## src/rtl/alu_mul_seq_pkg.sv

```systemverilog
// Shared definitions for the multiply sequencer: ALU opcodes and sequencer states.
package alu_mul_seq_pkg;

    localparam logic [3:0] ALU_NOP = 4'd0;
    localparam logic [3:0] ALU_ADD = 4'd1;
    localparam logic [3:0] ALU_SUB = 4'd2;
    localparam logic [3:0] ALU_NOR = 4'd3;

    typedef enum logic [2:0] {
        MS_IDLE   = 3'd0,
        MS_ABS_A  = 3'd1,
        MS_ABS_B  = 3'd2,
        MS_ITER   = 3'd3,
        MS_NEG_LO = 3'd4,
        MS_NEG_HI = 3'd5,
        MS_DONE   = 3'd6
    } mul_state_t;

endpackage

```

## src/rtl/alu_mul_seq.sv

```systemverilog
// Multi-cycle 32x32 -> 64 multiply sequencer that borrows the shared execute-stage ALU
// for sign correction and shift-add iterations.
module alu_mul_seq
    import alu_mul_seq_pkg::*;
#(
    parameter int ITER = 32
) (
    input  logic        clk,
    input  logic        rst,
    input  logic        req_valid,
    output logic        req_ready,
    input  logic        req_signed,
    input  logic [31:0] req_a,
    input  logic [31:0] req_b,
    output logic        rsp_valid,
    output logic [31:0] rsp_hi,
    output logic [31:0] rsp_lo,
    output logic        alu_own,
    output logic [31:0] alu_a,
    output logic [31:0] alu_b,
    output logic [3:0]  alu_op,
    input  logic [31:0] alu_c
);

    localparam logic [4:0] LAST_ITER = 5'(ITER - 1);

    mul_state_t  state, next_state;
    logic [31:0] mcand, hi, lo;
    logic [4:0]  cnt;
    logic        neg, sgn, lo_zero, carry;

    always_ff @(posedge clk) begin
        if (rst) begin
            state   <= MS_IDLE;
            mcand   <= '0;
            hi      <= '0;
            lo      <= '0;
            cnt     <= '0;
            neg     <= 1'b0;
            sgn     <= 1'b0;
            lo_zero <= 1'b0;
            rsp_hi  <= '0;
            rsp_lo  <= '0;
        end else begin
            state <= next_state;
            case (state)
                MS_IDLE: begin
                    if (req_valid) begin
                        mcand <= req_a;
                        lo    <= req_b;
                        hi    <= '0;
                        neg   <= req_signed & (req_a[31] ^ req_b[31]);
                        sgn   <= req_signed;
                        cnt   <= '0;
                    end
                end
                MS_ABS_A: mcand <= alu_c;
                MS_ABS_B: lo <= alu_c;
                MS_ITER: begin
                    // Shift {carry, sum, lo} right by one: the sum's LSB drops into lo.
                    hi  <= {carry, alu_c[31:1]};
                    lo  <= {alu_c[0], lo[31:1]};
                    cnt <= cnt + 5'd1;
                end
                MS_NEG_LO: begin
                    lo      <= alu_c;
                    lo_zero <= (lo == 32'd0);
                end
                MS_NEG_HI: begin
                    hi     <= alu_c;
                    rsp_hi <= alu_c;
                    rsp_lo <= lo;
                end
                default: ;
            endcase
        end
    end

    always_comb begin
        next_state = state;
        alu_a      = '0;
        alu_b      = '0;
        alu_op     = ALU_NOP;
        carry      = 1'b0;
        case (state)
            MS_IDLE: begin
                if (req_valid) next_state = MS_ABS_A;
            end
            MS_ABS_A: begin
                if (sgn && mcand[31]) begin
                    alu_op = ALU_SUB;
                    alu_b  = mcand;
                end else begin
                    alu_a = mcand;
                end
                next_state = MS_ABS_B;
            end
            MS_ABS_B: begin
                // 0x80000000 negates to itself, which reads correctly as unsigned 2^31.
                if (sgn && lo[31]) begin
                    alu_op = ALU_SUB;
                    alu_b  = lo;
                end else begin
                    alu_a = lo;
                end
                next_state = MS_ITER;
            end
            MS_ITER: begin
                alu_a = hi;
                if (lo[0]) begin
                    alu_op = ALU_ADD;
                    alu_b  = mcand;
                    carry  = (alu_c < hi);
                end
                if (cnt == LAST_ITER) next_state = MS_NEG_LO;
            end
            MS_NEG_LO: begin
                if (neg) begin
                    alu_op = ALU_SUB;
                    alu_b  = lo;
                end else begin
                    alu_a = lo;
                end
                next_state = MS_NEG_HI;
            end
            MS_NEG_HI: begin
                // A borrow only propagates into hi when the low word negated to zero.
                if (neg && lo_zero) begin
                    alu_op = ALU_SUB;
                    alu_b  = hi;
                end else if (neg) begin
                    alu_op = ALU_NOR;
                    alu_a  = hi;
                end else begin
                    alu_a = hi;
                end
                next_state = MS_DONE;
            end
            MS_DONE: next_state = MS_IDLE;
            default: next_state = MS_IDLE;
        endcase
    end

    assign req_ready = (state == MS_IDLE);
    assign rsp_valid = (state == MS_DONE);
    assign alu_own   = (state != MS_IDLE) && (state != MS_DONE);

endmodule

```

## config.mk

```make
export PLATFORM = sky130hd
export DESIGN_NAME = alu_mul_seq
export DESIGN_NICKNAME = d
export VERILOG_FILES = /design/src/rtl/alu_mul_seq_pkg.sv /design/src/rtl/alu_mul_seq.sv
export SDC_FILE = /design/constraint.sdc
export NUM_CORES = 1
export LEC_CHECK = 0
export BUFFER_PORTS_ARGS = -buffer_cell sky130_fd_sc_hd__buf_2
export CAP_MARGIN = 5
export CORE_MARGIN = 2
export CORE_UTILIZATION = 33
export DETAILED_ROUTE_END_ITERATION = 8
export GPL_TIMING_DRIVEN = 1
export MAX_ROUTING_LAYER = met4
export PLACE_DENSITY_LB_ADDON = 0.3
export SLEW_MARGIN = 20
export SYNTH_ARGS = -nofsm -noshare
export SYNTH_HDL_FRONTEND = slang
export SYNTH_SLANG_ARGS = --single-unit
```

## constraint.sdc

```tcl
create_clock -name clk -period 5.3 [get_ports clk]
set_input_delay 0.53 -clock clk [delete_from_list [all_inputs] [get_ports clk]]
set_output_delay 0.53 -clock clk [all_outputs]
set_load 0.02 [all_outputs]
```

Word-level counts from Yosys, hierarchy flattened
Index checks and enable logic that the tools add are counted.
- bits in registers: 171
- logic and storage cells: 72
- output and inout bits: 135
- bits of input ports: 100
- magnitude comparators: 1
- $add $sub $neg: 1
- reductions and logical operators: 18
- multiplexer cells: 30
- equal/unequal tests: 10
- bitwise gates (word level): 2
- operators with widths (kind ; count):
    2-to-1 mux 32 bit ; 12
    case mux 32 bit (5 select lines) ; 2
    case mux 32 bit (3 select lines) ; 2
    case mux 32 bit (2 select lines) ; 1
    zero test 32 bit ; 1
    < comparator 32 bit ; 1
    case mux 3 bit (6 select lines) ; 1
    AND reduction 2 bit ; 6
    2-to-1 mux 2 bit ; 5
    case mux 2 bit (5 select lines) ; 1
    case mux 5 bit (2 select lines) ; 1
    equality test 3 bit, second input constant ; 3
    nonzero test 3 bit ; 3
    equality test 3 x 2 -> 1 bit, second input constant ; 2
    2-to-1 mux 3 bit ; 2
    adder 5 x 1 -> 5 bit, second input constant ; 1
    equality test 5 bit, second input constant ; 1
    2-to-1 mux 5 bit ; 1
    logical AND 1 bit ; 4
    != test 2 bit, second input constant ; 2
    nonzero test 2 bit ; 2
    equality test 3 x 1 -> 1 bit, second input constant ; 1
    zero test 3 bit ; 1
    != test 3 bit, second input constant ; 1
    other kinds (4) ; 5

Logic depth before layout (Yosys ltp)
Gate-level depths: netlist of run 1.
- depth after elaboration: 4
- depth in mapped cells: 8
- gate-level depth less buffers: 7

Worst setup path before layout of run 1
OpenSTA, ideal clock, no wires.
- kind: flip-flop to output port
- start: register state[2]
- end: output port alu_a[31]
- path slack: 3051 ps
- required time: 4770 ps
- cell stages (with the launch flop): 6
- path buffers: 2
- arrival time: 1719 ps
- cells stage by stage: dfxtp_1 buf_4 nor2_1 nand2_1 buf_2 o311ai_0
- longest elaborated chain between the ends: 2
- elaborated cells on any way between the ends: 6
- classes of those cells: eq/ne (5); mux (1)
- ends and longest elaborated chain (item ; RTL line ; text):
    start, declared ; alu_mul_seq.sv:27 ; mul_state_t state, next_state;
    start signal, assigned ; alu_mul_seq.sv:45 ; state <= next_state;
    equality test 3 bit, or another cell as far along ; alu_mul_seq.sv:85 ; case (state)
    case mux 32 bit (5 select lines) (*) ; alu_mul_seq.sv:85 ;
    end, declared ; alu_mul_seq.sv:19 ; output logic [31:0] alu_a,
Mark *: on every way between the ends. The rest lies on a longest branch, timed or not.

Worst setup path in the final report of run 1
- start: register state[1]
- end: output port alu_b[0]
- longest elaborated chain between the ends: 2
- elaborated cells on any way between the ends: 6
- classes of those cells: eq/ne (5); mux (1)
- ends and longest elaborated chain (item ; RTL line ; text):
    equality test 3 bit, or another cell as far along ; alu_mul_seq.sv:85 ;
    case mux 32 bit (5 select lines) (*) ; alu_mul_seq.sv:85 ;
    end, declared ; alu_mul_seq.sv:20 ; output logic [31:0] alu_b,
Marks and branches as above.

==> reports/results.txt, run 1 <==
Synth Warn # = 0
Leak = 4.83 nW
Setup Skew = 16.7 ps
Drt total wl = 33300 um
Synth cell count leaders = 220 x nand2_1, 171 x dfxtp_1, 120 x a21oi_1, 114 x nor2_1, 96 x inv_1
GRT overflow = 0
Dpl hpwl = 22000 um
Pwr per Cell Area = 296 nW/um^2
Tightest Hold Check Type = in -> reg
Reg-to-reg critical path endpoint = mcand[11]
Vias in the first global route = 9221
Die width = 170 um
Most common cell in the netlist = nand2_1
Synth cell types = 52
Failing checks = design-rule violations
Max clock buf depth = 2
FP Rows = 60
Synth Area in Compound Gates = 0.273
#FFs+latches synth = 171
CTS tree = yes
Clk pin slew, worst setup/hold paths = 80 ps
Req. time, crit path = 4770 ps
Crit path DAT = 3810 ps
Synth top area cells = dfxtp_1 38%, a222oi_1 10%, nand2_1 9.1%
Layout cell share with drive strength beyond 1 = 0.230
Post-synthesis adder-cell area fraction = 0.0454
Area occupied by multi-input gates = 4860 um^2
Largest net degree at the start of global routing = 68
H-tree lvl count = 4
Min-Delay Endpoint = mcand[24]
Total power = 0.00324 W
Post-synthesis sequential area ratio = 0.376
Worst VDD drop = 165 uV
RSZ-0062 raised after global routing = false
Antenna violations before repair = 7
Final GP Congestion = 0.819
Setup TNS = 0 ps
Critical path peak fanout = 67
CTS Buf Count = 17
R2R Setup Slk = 2470 ps
Postcts setup bufs = 0
Worst-Margin Slew = 1110 ps
Core area = 27000 um^2
MaxCap Viol Count = 0
Crit end category = output pin
Final worst-path cycle share = 0.820
Register Area = 3420 um^2
Status = finished, violations left
Final WS setup = 956 ps
Overall die height = 170 um
Die area = 28900 um^2
Area Growth Syn to Fin = 20.3%
Fin. Hold Viols = 0
Largest family of logic cells by synthesized area = compound AO/OA/AOI/OAI gates
XOR/XNOR share of the synthesized area = 0.00192
HP Start = req_a[24]
Ports = 235
Worst R2R Path Depth = 6
# resized after CTS = 0
Simple-gate share of the synthesized area = 0.206
Post-route antenna net violation count = 0
Clk sinks = 171
Synth Flop Type = dfxtp_1
Port Buffers = 232
TritonRoute pass-1 iters = 9
Setup violations, final = 0
Hold-fix buffers, CTS = 0
DR vias = 9766
Fillers = 2820
Slew HR = 0.258
Detailed Route Iter0 Violations = 1268
Root Buffer = clkbuf_16
Post-synth top area share = 0.376
Min Clock Period, post-route = 4340 ps
First-pass GRT wire length = 51900 um
Startpoint Class = register
Clk_lat worst skew = 440 ps
Post-route DRC = 3
Mux share of post-synthesis cell area = 0.00124
Wire length per cell = 19.5 um
Via density = 5.70
Dpl ws = 1440 ps
Hold Path Cell Cnt = 3
Mapped cell area = 9100 um^2
Number of synthesized flops with an enable pin = 0
Synth area leader = dfxtp_1
Slew Viols, Final = 0
Asr flop ratio synth = 0
Worst R2R Start = state[0]
All-Layer GR Usage = 0.235
Layout Nets = 1486
Max Clk Rate = 230 MHz
Starting Density = 0.337
Cells after Synth = 1194
Post-Syn Area per Cell = 7.62 um^2
Critical path type = reg -> out
==> placed cells by master (no fill, tap or decap), types with 4 or more instances in the layout <==
master and instances:
buf_4 15, clkbuf_16 17, inv_1 96, a311oi_2 17
inv_6 4, ha_1 33, a311oi_1 16, dfxtp_1 170
nand4_1 8, a21oi_1 118, diode_2 7, nor2_1 111
nand2b_1 5, nor3_1 34, nand3_1 38, clkinvlp_4 4
a222oi_1 93, o21ai_0 68, nor4_1 9, buf_2 231
nand2_1 217
==> layer usage <==
layer | share of wire | global-route usage | up-vias
met2 | 0.46 | 0.373 | 469
met3 | 0.085 | 0.0479 | 27
met4 | 0.014 | 0.0572 | 0
li1 | - | - | 4607
met1 | 0.44 | 0.308 | 4663
met5 | 0 | - | -
==> through the flow <==
stage | std cells | cell area, um^2 | util | hold slack, ps
6_report | 1714 | 11000 | 0.405 | 352
5_1_grt | 1714 | 11000 | 0.405 | 340
4_1_cts | 1707 | 10900 | 0.404 | 333
3_5_place_dp | 1675 | 10300 | 0.383 | 444
3_3_place_gp | 1675 | 10300 | 0.383 | 439
2_1_floorplan | 1195 | 9110 | - | 443
==> power breakdown <==
| part | switching, W | internal [W] |
|---|---|---|
| sequential | 0.0000990 | 0.00135 |
| combinational | 0.000340 | 0.000185 |
| clock | 0.000602 | 0.000668 |
| total | 0.00104 | 0.00220 |
==> layout make-up <==
| type | count | area share |
|---|---|---|
| antenna | 7 | 0.00160 |
| clock buffer | 18 | 0.0392 |
| sequential | 171 | 0.313 |
| clock inverter | 14 | 0.0141 |
| multi-input combinational | 820 | 0.444 |
| timing repair buffer | 247 | 0.117 |
| inverter | 96 | 0.0329 |
| tap | 341 | 0.0390 |
==> kinds of logic (layout without fill, tap and decap cells) <==
| group | after synthesis | after routing |
|---|---|---|
| adder cells (fa/ha/maj) | 33 | 33 |
| buffers and inverters | 204 | 375 |
| AND/OR/NAND/NOR | 442 | 442 |
| multiplexers | 1 | 1 |
| XOR/XNOR | 2 | 2 |
| AO/OA/AOI/OAI | 340 | 340 |
| flip-flops | 171 | 171 |
| other | 1 | 9 |
==> worst max-delay path, stage by stage, from the launching register on <==
cell and delay, ps:
dfxtp_1 830, nor2_4 290, nand2_2 140, buf_4 690, o21ai_2 460, buf_4 360
a222oi_1 340, inv_1 70, buf_2 160
==> worst max path at each step <==
stage,startpoint,to
floorplan,state[2],alu_a[31]
global placement,state[1],alu_b[15]
detailed placement,state[1],alu_b[14]
CTS,state[1],alu_b[14]
global route,state[1],alu_b[6]
finish,state[1],alu_b[0]
==> state kept, by name, indices dropped and copies added, names as in the netlist <==
name and cells:
hi 32, lo 32, rsp_hi 32, mcand 32, rsp_lo 32, cnt 5
state 3, sgn 1, lo_zero 1, neg 1
Power figures use the tool's default switching activity.
==> run 2, diff against run 1 <==
==> constraint.sdc (replaced) <==
create_clock -name clk -period 3.6 [get_ports clk]
set_input_delay 0.36 -clock clk [delete_from_list [all_inputs] [get_ports clk]]
set_output_delay 0.36 -clock clk [all_outputs]
set_load 0.02 [all_outputs]
==> run 2 against run 1 <==
The run now ends clean. Combinational power grew 50%. Sequential power grew 48%. Critical path depth shrank 1. Register-to-register slack lost 1500 ps. Sequential share of layout area shrank 0.22 points. Critical path type unchanged. Core utilization grew 0.29 points. Global-route usage shrank 0.25 points.
==> reports/results.txt, run 2 (synthesized netlist as in run 1, its figures left out) <==
Status = completed (was finished, violations left)
GRT overflow = 0 (unchanged)
Fin. Hold Viols = 0 (unchanged)
Final Core Density = 0.408 (was 0.405)
Overall die height = 170 um (unchanged)
Area after DPL = 10400 um^2 (was 10300 um^2)
Final GP Congestion = 0.884 (was 0.819)
Critical path peak fanout = 19 (was 67)
Wire length per cell = 19.6 um (was 19.5 um)
Area occupied by multi-input gates = 4850 um^2 (was 4860 um^2)
Core area = 27000 um^2 (unchanged)
Hold-fix buffers, CTS = 0 (unchanged)
Design area = 11000 um^2 (about the same)
Most common cell after layout, fill and taps aside = buf_2 (unchanged)
Pwr per Cell Area = 441 nW/um^2 (was 296 nW/um^2)
Clk pin slew, worst setup/hold paths = 70 ps (was 80 ps)
Startpoint Class = register (unchanged)
Clk_lat worst skew = 440 ps (about the same)
Register Area = 3420 um^2 (unchanged)
DR vias = 9844 (was 9766)
Slew Viols, Final = 0 (unchanged)
Slew HR = 0.303 (was 0.258)
H-tree lvl count = 4 (unchanged)
Leak = 4.90 nW (was 4.83 nW)
Die area = 28900 um^2 (unchanged)
First-pass GRT wire length = 51400 um (was 51900 um)
Setup Skew = 11.8 ps (was 16.7 ps)
Ports = 235 (unchanged)
Detailed Route Iter0 Violations = 1246 (was 1268)
Starting Density = 0.337 (unchanged)
Setup TNS = 0 ps (unchanged)
Setup violations, final = 0 (unchanged)
Commonest cells after routing, fill and taps aside = 231 x buf_2, 218 x nand2_1, 170 x dfxtp_1 (was 231 x buf_2, 217 x nand2_1, 170 x dfxtp_1)
Port Buffers = 232 (unchanged)
Root Buffer = clkbuf_16 (unchanged)
Die width = 170 um (unchanged)
# resized after CTS = 0 (unchanged)
Placed instance count = 1686 (was 1675)
Crit path cell chain = nor2b_2 -> nand3_1 -> a21oi_4 -> buf_4 -> a222oi_1 -> inv_1 -> buf_2 (was nor2_4 -> nand2_2 -> buf_4 -> o21ai_2 -> buf_4 -> a222oi_1 -> inv_1 -> buf_2)
Via density = 5.73 (was 5.70)
Drt total wl = 33700 um (was 33300 um)
Crit-path max cell delay = 820 ps (was 830 ps)
Tightest Hold Check Type = in -> reg (unchanged)
Fillers = 2809 (was 2820)
Worst VDD drop = 331 uV (was 165 uV)
Req. time, crit path = 3240 ps (was 4770 ps)
Final worst-path cycle share = 0.939
FP Rows = 60 (unchanged)
RSZ-0062 raised after global routing = false (unchanged)
Dpl hpwl = 22700 um (was 22000 um)
Crit path DAT = 3020 ps (was 3810 ps)
Critical path type = reg -> out (unchanged)
Layout Cells excl Fill = 1718 (was 1714)
Post-route DRC = 0 (was 3)
Layout cell share with drive strength beyond 1 = 0.236 (was 0.230)
Final hold slack = 176 ps (was 352 ps)
Slowest cell on the critical path = dfxtp_1 (unchanged)
Crit end category = output pin (unchanged)
MaxCap Viol Count = 0 (unchanged)
Delay-heaviest family, CP = flip-flops (was buffers and inverters)
Min Clock Period, post-route = 3380 ps
Vias in the first global route = 8939 (was 9221)
Max clock buf depth = 2 (unchanged)
Postcts setup bufs = 0 (unchanged)
Largest net degree at the start of global routing = 93 (was 68)
Post-route antenna net violation count = 0 (unchanged)
Clk sinks = 171 (unchanged)
All-Layer GR Usage = 0.233 (was 0.235)
Worst-Margin Slew = 1040 ps (was 1110 ps)
CTS tree = yes (unchanged)
ANT cells = 0 (was 7)
Max Clk Rate = 296 MHz
Antenna violations before repair = 0 (was 7)
Area Growth Syn to Fin = 21.1% (was 20.3%)
Layout Nets = 1497 (was 1486)
Critical path buffer and inverter count = 3 (was 4)
CTS Buf Count = 17 (unchanged)
TritonRoute pass-1 iters = 9 (unchanged)
run 2: cell count changes in the layout (fill, tap and decap cells not counted), sizes merged:
cell      previous run  this run
clkinvlp             4         1
inv                103       105
buf                247       258
clkinv               2         3
diode                7         0
bufinv               1         2
clkbuf              18        17
run 2: final timing paths:
check,from,endpoint,slack (ps),depth (start not counted)
worst min-delay path,req_a[25],mcand[25],180,3
worst max-delay path,state[1],alu_b[0],220,7
worst max register to register,state[1],lo[12],960,5
worst min register to register,rsp_hi[22],rsp_hi[22],450,2
run 2: layer usage:
metal | part of all wire | vias to the layer above | wire length [um] | track usage
met4 | 0.013 | 0 | 437 | 0.0513
met3 | 0.079 | 31 | 2650 | 0.0430
met1 | 0.45 | 4731 | 15300 | 0.318
met2 | 0.45 | 453 | 15300 | 0.359
li1 | - | 4629 | - | -
met5 | 0 | - | 0 | -
run 2: tightest hold or removal path: stages:
cell and delay [ps]:
buf_2 100, nand2_1 50, a311oi_1 70
run 2: metrics by stage:
stage	worst slack [ps]	power [W]
after floorplan	1520	0.00265
after global placement	813	0.00294
after detailed placement	727	0.00295
after CTS	257	0.00488
after global routing	92.4	0.00507
final	221	0.00487
run 2: area by class of cell:
class | count | area share
clock buffer | 17 | 0.0386
clock inverter | 15 | 0.0161
inverter | 96 | 0.0327
multi-input combinational | 820 | 0.440
sequential | 171 | 0.311
tap | 341 | 0.0387
timing repair buffer | 258 | 0.124
run 2: power breakdown:
group	leakage, nW	switching, W	internal (W)
logic	3.21	0.000506	0.000279
registers	1.39	0.000153	0.00199
clock network	0.296	0.000888	0.00105
total	4.90	0.00155	0.00332
==> run 3, diff against run 2 <==
--- a/config.mk
+++ b/config.mk
@@ -7,12 +7,15 @@
 export LEC_CHECK = 0
 export BUFFER_PORTS_ARGS = -buffer_cell sky130_fd_sc_hd__buf_2
 export CAP_MARGIN = 5
+export CELL_PAD_IN_SITES_DETAIL_PLACEMENT = 1
+export CELL_PAD_IN_SITES_GLOBAL_PLACEMENT = 2
 export CORE_MARGIN = 2
-export CORE_UTILIZATION = 33
+export CORE_UTILIZATION = 27
 export DETAILED_ROUTE_END_ITERATION = 8
 export GPL_TIMING_DRIVEN = 1
 export MAX_ROUTING_LAYER = met4
 export PLACE_DENSITY_LB_ADDON = 0.3
+export SETUP_SLACK_MARGIN = 0.4
 export SLEW_MARGIN = 20
 export SYNTH_ARGS = -nofsm -noshare
 export SYNTH_HDL_FRONTEND = slang
==> constraint.sdc (replaced) <==
create_clock -name clk -period 3.6 [get_ports clk]
set_input_delay 1.08 -clock clk [delete_from_list [all_inputs] [get_ports clk]]
set_output_delay 1.08 -clock clk [all_outputs]
set_load 0.02 [all_outputs]
==> run 3 against run 2 <==
The flow now finishes with violations (design-rule violations). Maximum frequency is 6.5% higher. Wire length grew 19%. Worst setup slack improved by 210 ps. Via count increased by 1.1%. Sequential power about the same. Total power up 2.0%. Largest power group unchanged. Combinational power up 14%. Global-route usage decreased by 0.11 points. Highest routed layer unchanged. Cell count up 7.7%. Clock power is essentially flat. Clock-buffer cell count rose by 2. Clock skew decreased by 6.0 ps.
==> reports/results.txt, run 3 (synthesized netlist as in run 1, its figures left out) <==
Min Clock Period, post-route = 3170 ps (was 3380 ps)
CTS Buf Count = 17 (unchanged)
Core area = 33400 um^2 (was 27000 um^2)
RSZ-0062 raised after global routing = true (was false)
Dpl hpwl = 25900 um (was 22700 um)
Final hold slack = 450 ps (was 176 ps)
Fin. Hold Viols = 0 (unchanged)
Drt total wl = 40200 um (was 33700 um)
Max clock buf depth = 2 (unchanged)
Setup TNS = 0 ps (unchanged)
Antenna violations before repair = 2 (was 0)
Final worst-path cycle share = 0.881 (was 0.939)
Layout Cells excl Fill = 1850 (was 1718)
Most common cell after layout, fill and taps aside = buf_2 (unchanged)
DR vias = 9957 (was 9844)
Pwr per Cell Area = 426 nW/um^2 (was 441 nW/um^2)
Via density = 5.38 (was 5.73)
Vias in the first global route = 10051 (was 8939)
Die width = 188 um (was 170 um)
Setup Skew = 5.80 ps (was 11.8 ps)
Failing checks = design-rule violations
All-Layer GR Usage = 0.232 (was 0.233)
H-tree lvl count = 4 (unchanged)
Crit end category = output pin (unchanged)
Total power = 0.00496 W (was 0.00487 W)
Startpoint Class = register (unchanged)
Post-route DRC = 4 (was 0)
Commonest cells after routing, fill and taps aside = 229 x buf_2, 216 x nand2_1, 165 x dfxtp_1 (was 231 x buf_2, 218 x nand2_1, 170 x dfxtp_1)
Layout Nets = 1520 (was 1497)
Clk_lat worst skew = 450 ps (was 440 ps)
Fillers = 4124 (was 2809)
Worst VDD drop = 361 uV (was 331 uV)
Area after DPL = 10600 um^2 (was 10400 um^2)
Crit-path max cell delay = 420 ps (was 820 ps)
GRT overflow = 0 (unchanged)
Wire length per cell = 21.7 um (was 19.6 um)
Overall die height = 188 um (was 170 um)
Max Clk Rate = 315 MHz (was 296 MHz)
Die area = 35200 um^2 (was 28900 um^2)
First-pass GRT wire length = 61100 um (was 51400 um)
Tightest Hold Check Type = reg -> reg (was in -> reg)
Status = finished, violations left (was completed)
Critical path peak fanout = 16 (was 19)
Area Growth Syn to Fin = 28.0% (was 21.1%)
Ports = 235 (unchanged)
Slew Viols, Final = 0 (unchanged)
Clk pin slew, worst setup/hold paths = 70 ps (about the same)
Starting Density = 0.273 (was 0.337)
Req. time, crit path = 2520 ps (was 3240 ps)
Clk sinks = 171 (unchanged)
Delay-heaviest family, CP = buffers and inverters (was flip-flops)
CTS tree = yes (unchanged)
Port Buffers = 232 (unchanged)
Largest net degree at the start of global routing = 76 (was 93)
Slew HR = 0.246 (was 0.303)
Placed instance count = 1795 (was 1686)
Crit path DAT = 2090 ps (was 3020 ps)
Setup violations, final = 0 (unchanged)
Leak = 5.12 nW (was 4.90 nW)
Slowest cell on the critical path = dfxtp_4 (was dfxtp_1)
Detailed Route Iter0 Violations = 867 (was 1246)
MaxCap Viol Count = 0 (unchanged)
Critical path type = reg -> out (unchanged)
Post-route antenna net violation count = 0 (unchanged)
Critical path buffer and inverter count = 3 (unchanged)
Layout cell share with drive strength beyond 1 = 0.256 (was 0.236)
Crit path cell chain = nor2b_4 -> nand3_1 -> a21oi_4 -> buf_8 -> a222oi_1 -> inv_1 -> buf_2 (was nor2b_2 -> nand3_1 -> a21oi_4 -> buf_4 -> a222oi_1 -> inv_1 -> buf_2)
Root Buffer = clkbuf_16 (unchanged)
Worst-Margin Slew = 1130 ps (was 1040 ps)
Design area = 11700 um^2 (was 11000 um^2)
TritonRoute pass-1 iters = 9 (unchanged)
FP Rows = 67 (was 60)
Final GP Congestion = 0.796 (was 0.884)
run 3: layer usage:
| layer | vias up | GRT usage | wire, um |
|---|---|---|---|
| met5 | - | - | 0 |
| met4 | 0 | 0.0763 | 952 |
| met3 | 47 | 0.0406 | 2130 |
| met2 | 308 | 0.369 | 18700 |
| met1 | 4929 | 0.297 | 18400 |
| li1 | 4673 | - | - |
run 3: cell type report:
class | count | area [um^2] | share of cell area
multi-input combinational | 822 | 4950 | 0.425
sequential | 171 | 3440 | 0.295
timing repair buffer | 279 | 1750 | 0.150
tap | 448 | 561 | 0.0481
clock buffer | 19 | 433 | 0.0371
inverter | 96 | 364 | 0.0312
clock inverter | 13 | 150 | 0.0129
antenna | 2 | 5.00 | 0.000429
run 3: repair_timing:
action                                  CTS  global route
pin swaps                                 6             6
endpoints found under the setup margin   64            63
setup buffers                            12             7
gates cloned                              2             0
gates resized for setup                  21            21
hold buffers                              0             0
run 3: tightest hold or removal path: cells and delay by family, from the launching register on:
kind | cells | cell delay, ps
AOI/OAI and AO/OA | 1 | 50
DFF | 1 | 310
and+or+nand+nor | 1 | 50
run 3: final timing paths:
path | start | to | slack [ps] | depth (start not counted)
min | rsp_hi[15] | rsp_hi[15] | 450 | 2
max reg2reg | state[0] | hi[31] | 1030 | 7
min reg2reg | rsp_hi[15] | rsp_hi[15] | 450 | 2
max | state[1] | alu_b[14] | 430 | 7
run 3: power by group:
group          internal (W)  leakage (nW)  switching (W)
clock network       0.00109         0.290       0.000853
registers           0.00199          1.40       0.000145
logic              0.000323          3.43       0.000569
run 3: stage by stage:
stage | utilization | setup WS, ps
5_1_grt | 0.349 | 328
6_report | 0.349 | 428
3_5_place_dp | 0.319 | 262
2_1_floorplan | - | 801
4_1_cts | 0.345 | 376
3_3_place_gp | 0.319 | 406
